--- src/rtl/uart_tx_fifo.sv ---
// uart_tx_fifo: buffered 8N1 UART transmitter, LSB first, programmable clocks-per-bit divider.
// Define UART_TX_FIFO_EN for a 2^DEPTH_LOG2-entry FIFO; otherwise a single holding register is used.
module uart_tx_fifo #(
  parameter int          DEPTH_LOG2  = 3,
  parameter logic [31:0] DEFAULT_DIV = 32'd106
) (
  input  logic                  clk,
  input  logic                  reset,
  input  logic                  cfg_div_we,
  input  logic [31:0]           cfg_div_di,
  output logic [31:0]           cfg_div_do,
  input  logic                  tx_valid,
  input  logic [7:0]            tx_data,
  output logic                  tx_ready,
  output logic                  ser_tx,
  output logic                  tx_busy,
  output logic [DEPTH_LOG2:0]   fifo_level
);

  typedef enum logic [1:0] {S_IDLE, S_START, S_DATA, S_STOP} state_t;

  state_t              r_state, w_state_next;
  logic [31:0]         r_div, r_bit_div, r_timer, w_eff_div;
  logic [7:0]          r_shift, w_head;
  logic [2:0]          r_bit_cnt;
  logic                r_ser, w_ser_next;
  logic [DEPTH_LOG2:0] r_level;
  logic                w_push, w_pop, w_load, w_bit_end, w_non_empty;

  assign w_eff_div   = (r_div < 32'd2) ? 32'd2 : r_div;
  assign w_non_empty = (r_level != '0);
  assign w_push      = tx_valid && tx_ready;
  assign w_pop       = w_load;
  assign w_bit_end   = (r_timer == 32'd0);

  always_ff @(posedge clk) begin
    if (reset)           r_div <= DEFAULT_DIV;
    else if (cfg_div_we) r_div <= cfg_div_di;
  end

`ifdef UART_TX_FIFO_EN
  localparam int Depth = 1 << DEPTH_LOG2;

  logic [7:0]            r_mem [Depth];
  logic [DEPTH_LOG2-1:0] r_wr_ptr, r_rd_ptr;

  assign tx_ready = (r_level < (DEPTH_LOG2+1)'(Depth));
  assign w_head   = r_mem[r_rd_ptr];

  // NOTE: storage is deliberately not reset; pointers and level are, so flushed entries are never read.
  always_ff @(posedge clk) begin
    if (w_push) r_mem[r_wr_ptr] <= tx_data;
  end

  always_ff @(posedge clk) begin
    if (reset) begin
      r_wr_ptr <= '0;
      r_rd_ptr <= '0;
      r_level  <= '0;
    end else begin
      if (w_push) r_wr_ptr <= r_wr_ptr + 1'b1;
      if (w_pop)  r_rd_ptr <= r_rd_ptr + 1'b1;
      if (w_push && !w_pop)      r_level <= r_level + 1'b1;
      else if (w_pop && !w_push) r_level <= r_level - 1'b1;
    end
  end
`else
  logic [7:0] r_hold;

  assign tx_ready = (r_level == '0);
  assign w_head   = r_hold;

  always_ff @(posedge clk) begin
    if (w_push) r_hold <= tx_data;
  end

  // Push and pop can never coincide: a pop needs a full slot, which holds tx_ready low.
  always_ff @(posedge clk) begin
    if (reset)       r_level <= '0;
    else if (w_push) r_level <= (DEPTH_LOG2+1)'(1);
    else if (w_pop)  r_level <= '0;
  end
`endif

  always_ff @(posedge clk) begin
    if (reset) r_state <= S_IDLE;
    else       r_state <= w_state_next;
  end

  always_comb begin
    w_state_next = r_state;
    case (r_state)
      S_IDLE:  if (w_non_empty) w_state_next = S_START;
      S_START: if (w_bit_end) w_state_next = S_DATA;
      S_DATA:  if (w_bit_end && r_bit_cnt == 3'd7) w_state_next = S_STOP;
      S_STOP:  if (w_bit_end) w_state_next = w_non_empty ? S_START : S_IDLE;
      default: w_state_next = S_IDLE;
    endcase
  end

  // NOTE: every output gets a default before the case so no path infers a latch.
  always_comb begin
    w_load     = 1'b0;
    w_ser_next = r_ser;
    case (r_state)
      S_IDLE: begin
        w_load     = w_non_empty;
        w_ser_next = !w_non_empty;
      end
      S_START: if (w_bit_end) w_ser_next = r_shift[0];
      S_DATA:  if (w_bit_end) w_ser_next = (r_bit_cnt == 3'd7) ? 1'b1 : r_shift[1];
      S_STOP: if (w_bit_end) begin
        w_load     = w_non_empty;
        w_ser_next = !w_non_empty;
      end
      default: w_ser_next = 1'b1;
    endcase
  end

  // The divider is captured per frame so mid-frame writes only take effect at the next start bit.
  always_ff @(posedge clk) begin
    if (reset) begin
      r_ser     <= 1'b1;
      r_timer   <= 32'd0;
      r_bit_div <= 32'd2;
      r_bit_cnt <= 3'd0;
      r_shift   <= 8'd0;
    end else begin
      r_ser <= w_ser_next;
      if (w_load) begin
        r_shift   <= w_head;
        r_bit_div <= w_eff_div;
        r_timer   <= w_eff_div - 32'd1;
        r_bit_cnt <= 3'd0;
      end else if (r_state != S_IDLE) begin
        if (w_bit_end) begin
          r_timer <= r_bit_div - 32'd1;
          if (r_state == S_DATA) begin
            r_bit_cnt <= r_bit_cnt + 3'd1;
            r_shift   <= r_shift >> 1;
          end
        end else begin
          r_timer <= r_timer - 32'd1;
        end
      end
    end
  end

  assign ser_tx     = r_ser;
  assign tx_busy    = (r_state != S_IDLE) || w_non_empty;
  assign fifo_level = r_level;
  assign cfg_div_do = r_div;

endmodule

--- config.mk ---
export PLATFORM = sky130hd
export DESIGN_NAME = uart_tx_fifo
export DESIGN_NICKNAME = d
export VERILOG_FILES = /design/src/rtl/uart_tx_fifo.sv
export SDC_FILE = /design/constraint.sdc
export NUM_CORES = 1
export LEC_CHECK = 0
export CAP_MARGIN = 40
export CORE_MARGIN = 3
export CORE_UTILIZATION = 25
export CTS_CLUSTER_SIZE = 40
export DETAILED_ROUTE_END_ITERATION = 8
export RECOVER_POWER = 25
export SYNTH_ARGS = -nofsm -noshare
export SYNTH_HDL_FRONTEND = slang
export SYNTH_SLANG_ARGS = --single-unit
--- constraint.sdc ---
create_clock -name clk -period 5.4 [get_ports clk]
set_input_delay 0.81 -clock clk [delete_from_list [all_inputs] [get_ports clk]]
set_output_delay 0.81 -clock clk [all_outputs]
set_load 0.02 [all_outputs]
==> out/qor.yml <==
grt.overflow.total: 0
drtPass1Iterations: 6
grtUsageTotal: 0.146
coreArea_sq_um: 23800
rows: 56
min_to: "r_bit_div[19]"
setup-tns-final_ns: 0
ys_ff_latch: 119
slew_headroom: -0.871
io_pins: 83
setup.worst_path.start_class: "register"
crit_family: "simple AND/OR/NAND/NOR gates"
fmax_ghz: 0.212
tightest_slew_ns: 2.81
ys_seq_area_frac: 0.401
drtIter0Drc: 543
dp_hpwl_mm: 13.7
multi_input_area_sq_um: 3410
fin_skew_ns: 0.0126
nFillCells: 2528
required_ns: 5.70
finalCritPeriodShare: 0.873
grt_first_pass_wirelength_mm: 30.4
ys_top_cells_by_area: "dfxtp_1 36%, mux2i_1 7.0%, nand2_1 5.8%"
cts.repair.resized: 0
synth-async-reset-ratio: 0
cts_buffer_depth: 2
antenna_cells: 0
synth_cell_types: 74
htreeDepth: 4
violations: "capacitance limit, slew limit"
critPathMaxFanout: 13
nets: 844
hold_violations: 0
synth_area_sq_um: 6140
portBuffers: 79
grt_max_degree: 59
crit_type: "register to register"
max_stage_delay_ns: 0.56
status: "finished with violations"
slew_violations: 125
syn2layout_area_growth_pct: 27.4
dieArea_sq_um: 26500
crit_buf_inv: 2
path_clk_slew_ns: 0.05
finalWirelength_mm: 19.4
crit_chain: "or4_1 -> nor3_1 -> buf_4 -> nand4_2 -> a22oi_1 -> nand2b_1 -> o21ai_0 -> ha_1 -> inv_1 -> or3_1 -> or4_1 -> o31ai_1 -> o221a_2 -> nand3_1 -> nor2_1 -> mux2i_1 -> nand3_1"
seqCellArea_sq_um: 2460
crit_arrival_ns: 5.02
crit_path_end_kind: "register"
worstHoldStart: "r_bit_div[19]"
rsz0062_at_grt: "no"
slowest_stage: "or4_1"
min_path_type: "register to register"
clock-sinks: 119
setup_viol: 0
total_power_mw: 4.07
ir_drop_mv: 0.254
layout-drive-gt1-share: 0.0770
synthFlopType: "dfxtp_1"
insertion_delay_ns: 0.42
p_leak_nw: 2.80
holdPathStages: 2
power_density_nw_per_um2: 520
synth_cells: 730
r2r_start: "r_timer[23]"
syn_area_per_cell_sq_um: 8.41
die_height_microns: 163
min_period_ns: 4.72
vias: 5828
cts_tree: "yes"
ff2ff_setup_slack_ns: 0.68
antenna_found_initial: 0
cts_setup_buffers: 0
cts_buffers: 17
cts-root-buf: "clkbuf_16"
gp_congestion: 0.904
synth_top_cell_area_share: 0.362
initial_core_util: 0.258
via_per_inst: 5.19
yosysTopAreaCell: "dfxtp_1"
reg2regPathDepth: 17
wl_per_cell_microns: 17.3
fp.dieW_microns: 163
synth_edf_count: 8
cts_hold_buf: 0
cap_violations: 3
grt_pass1_vias: 5425
yosysWarnings: 0
ant_nets: 0
r2r-end: "r_timer[24]"
drc: 0
report_power, final:
part / switching [mW] / total, mW / internal, mW / leakage (nW)
Clock: 0.398 / 1.20 / 0.800 / 0.308
Combinational: 1.07 / 1.71 / 0.635 / 1.51
Sequential: 0.134 / 1.16 / 1.03 / 0.985
area by class of cell:
class,instances,area share
Clock inverter,7,0.0144
Sequential cell,119,0.315
Inverter,6,0.00288
Multi-Input combinational cell,552,0.436
Timing Repair Buffer,96,0.115
Clock buffer,25,0.0661
Tap cell,319,0.0511
cell usage in the layout, fill, tap and decap left out, types with 4 or more instances in the layout:
cell,netlist,layout
dfxtp_1,111,111
nand2_1,94,94
nor2_1,94,93
clkdlybuf4s50_1,0,69
a21oi_1,46,46
mux2i_1,43,43
a211oi_1,33,33
nor3_1,29,29
o21ai_0,27,27
clkbuf_16,0,18
xnor2_1,17,17
nand3_1,17,17
nor4_1,16,16
buf_4,10,12
or3_1,11,11
nand4_1,8,8
ha_1,8,8
clkbuf_1,31,8
dlygate4sd3_1,0,8
edfxtp_1,8,8
o21a_1,6,6
a31oi_1,5,5
nand2b_1,5,5
o211ai_1,5,5
inv_1,5,5
o2111ai_1,5,5
and4_1,5,5
or4_1,4,4
clkbuf_8,0,4
stage by stage:
step / std cells / hold WS [ns] / utilization / setup WS, ns / cell area [sq um]
2_1_floorplan: 732 / 0.428 / - / 0.836 / 6140
3_3_place_gp: 1088 / 0.435 / 0.301 / 0.816 / 7170
6_report: 1124 / 0.448 / 0.328 / 0.684 / 7820
3_5_place_dp: 1091 / 0.444 / 0.304 / 0.729 / 7230
4_1_cts: 1123 / 0.451 / 0.330 / 0.722 / 7860
5_1_grt: 1124 / 0.482 / 0.328 / 0.388 / 7820
worst min-delay path: stages (launching register included):
cell	delay [ns]
dfxtp_1	0.30
nand2_1	0.05
a21oi_1	0.05
worst max-delay path by stage:
stage                 from     endpoint  cells after the start
2_1_floorplan  r_timer[23]  r_timer[24]                     18
3_3_place_gp   r_timer[23]  r_timer[24]                     17
3_5_place_dp   r_timer[23]  r_timer[24]                     17
4_1_cts        r_timer[23]  r_timer[24]                     17
5_1_grt        r_timer[23]  r_timer[24]                     17
6_report       r_timer[23]  r_timer[24]                     17
state kept, by name, indices dropped and copies added (netlist names):
name        count
ser_tx          1
r_timer        32
r_state         2
r_bit_cnt       3
r_hold          8
r_bit_div      32
r_shift         8
fifo_level      1
cfg_div_do     32
per-layer routing:
metal	share of wire	vias to the layer above	track usage
li1	-	2798	-
met1	0.45	2745	0.196
met2	0.46	253	0.229
met3	0.067	32	0.0343
met4	0.025	0	0.0554
met5	0	-	0
synth_stat cells (all sizes together) (10+ instances only):
cell type / instances
or3: 11
nor2: 94
xnor2: 17
nand2: 94
nor4: 17
clkbuf: 31
a21oi: 46
dfxtp: 111
nand3: 18
nand4: 10
buf: 24
a211oi: 33
nor3: 30
mux2i: 43
o21ai: 28
kinds of logic after synthesis:
| group | share of synthesized area |
|---|---|
| AO/OA/AOI/OAI | 0.199 |
| XOR/XNOR | 0.0271 |
| adder cells (fa/ha/maj) | 0.0163 |
| buffers and inverters | 0.0465 |
| flip-flops | 0.401 |
| multiplexers | 0.0720 |
| other | 0.000611 |
| AND/OR/NAND/NOR | 0.237 |
(Power assumes the default switching activity.)
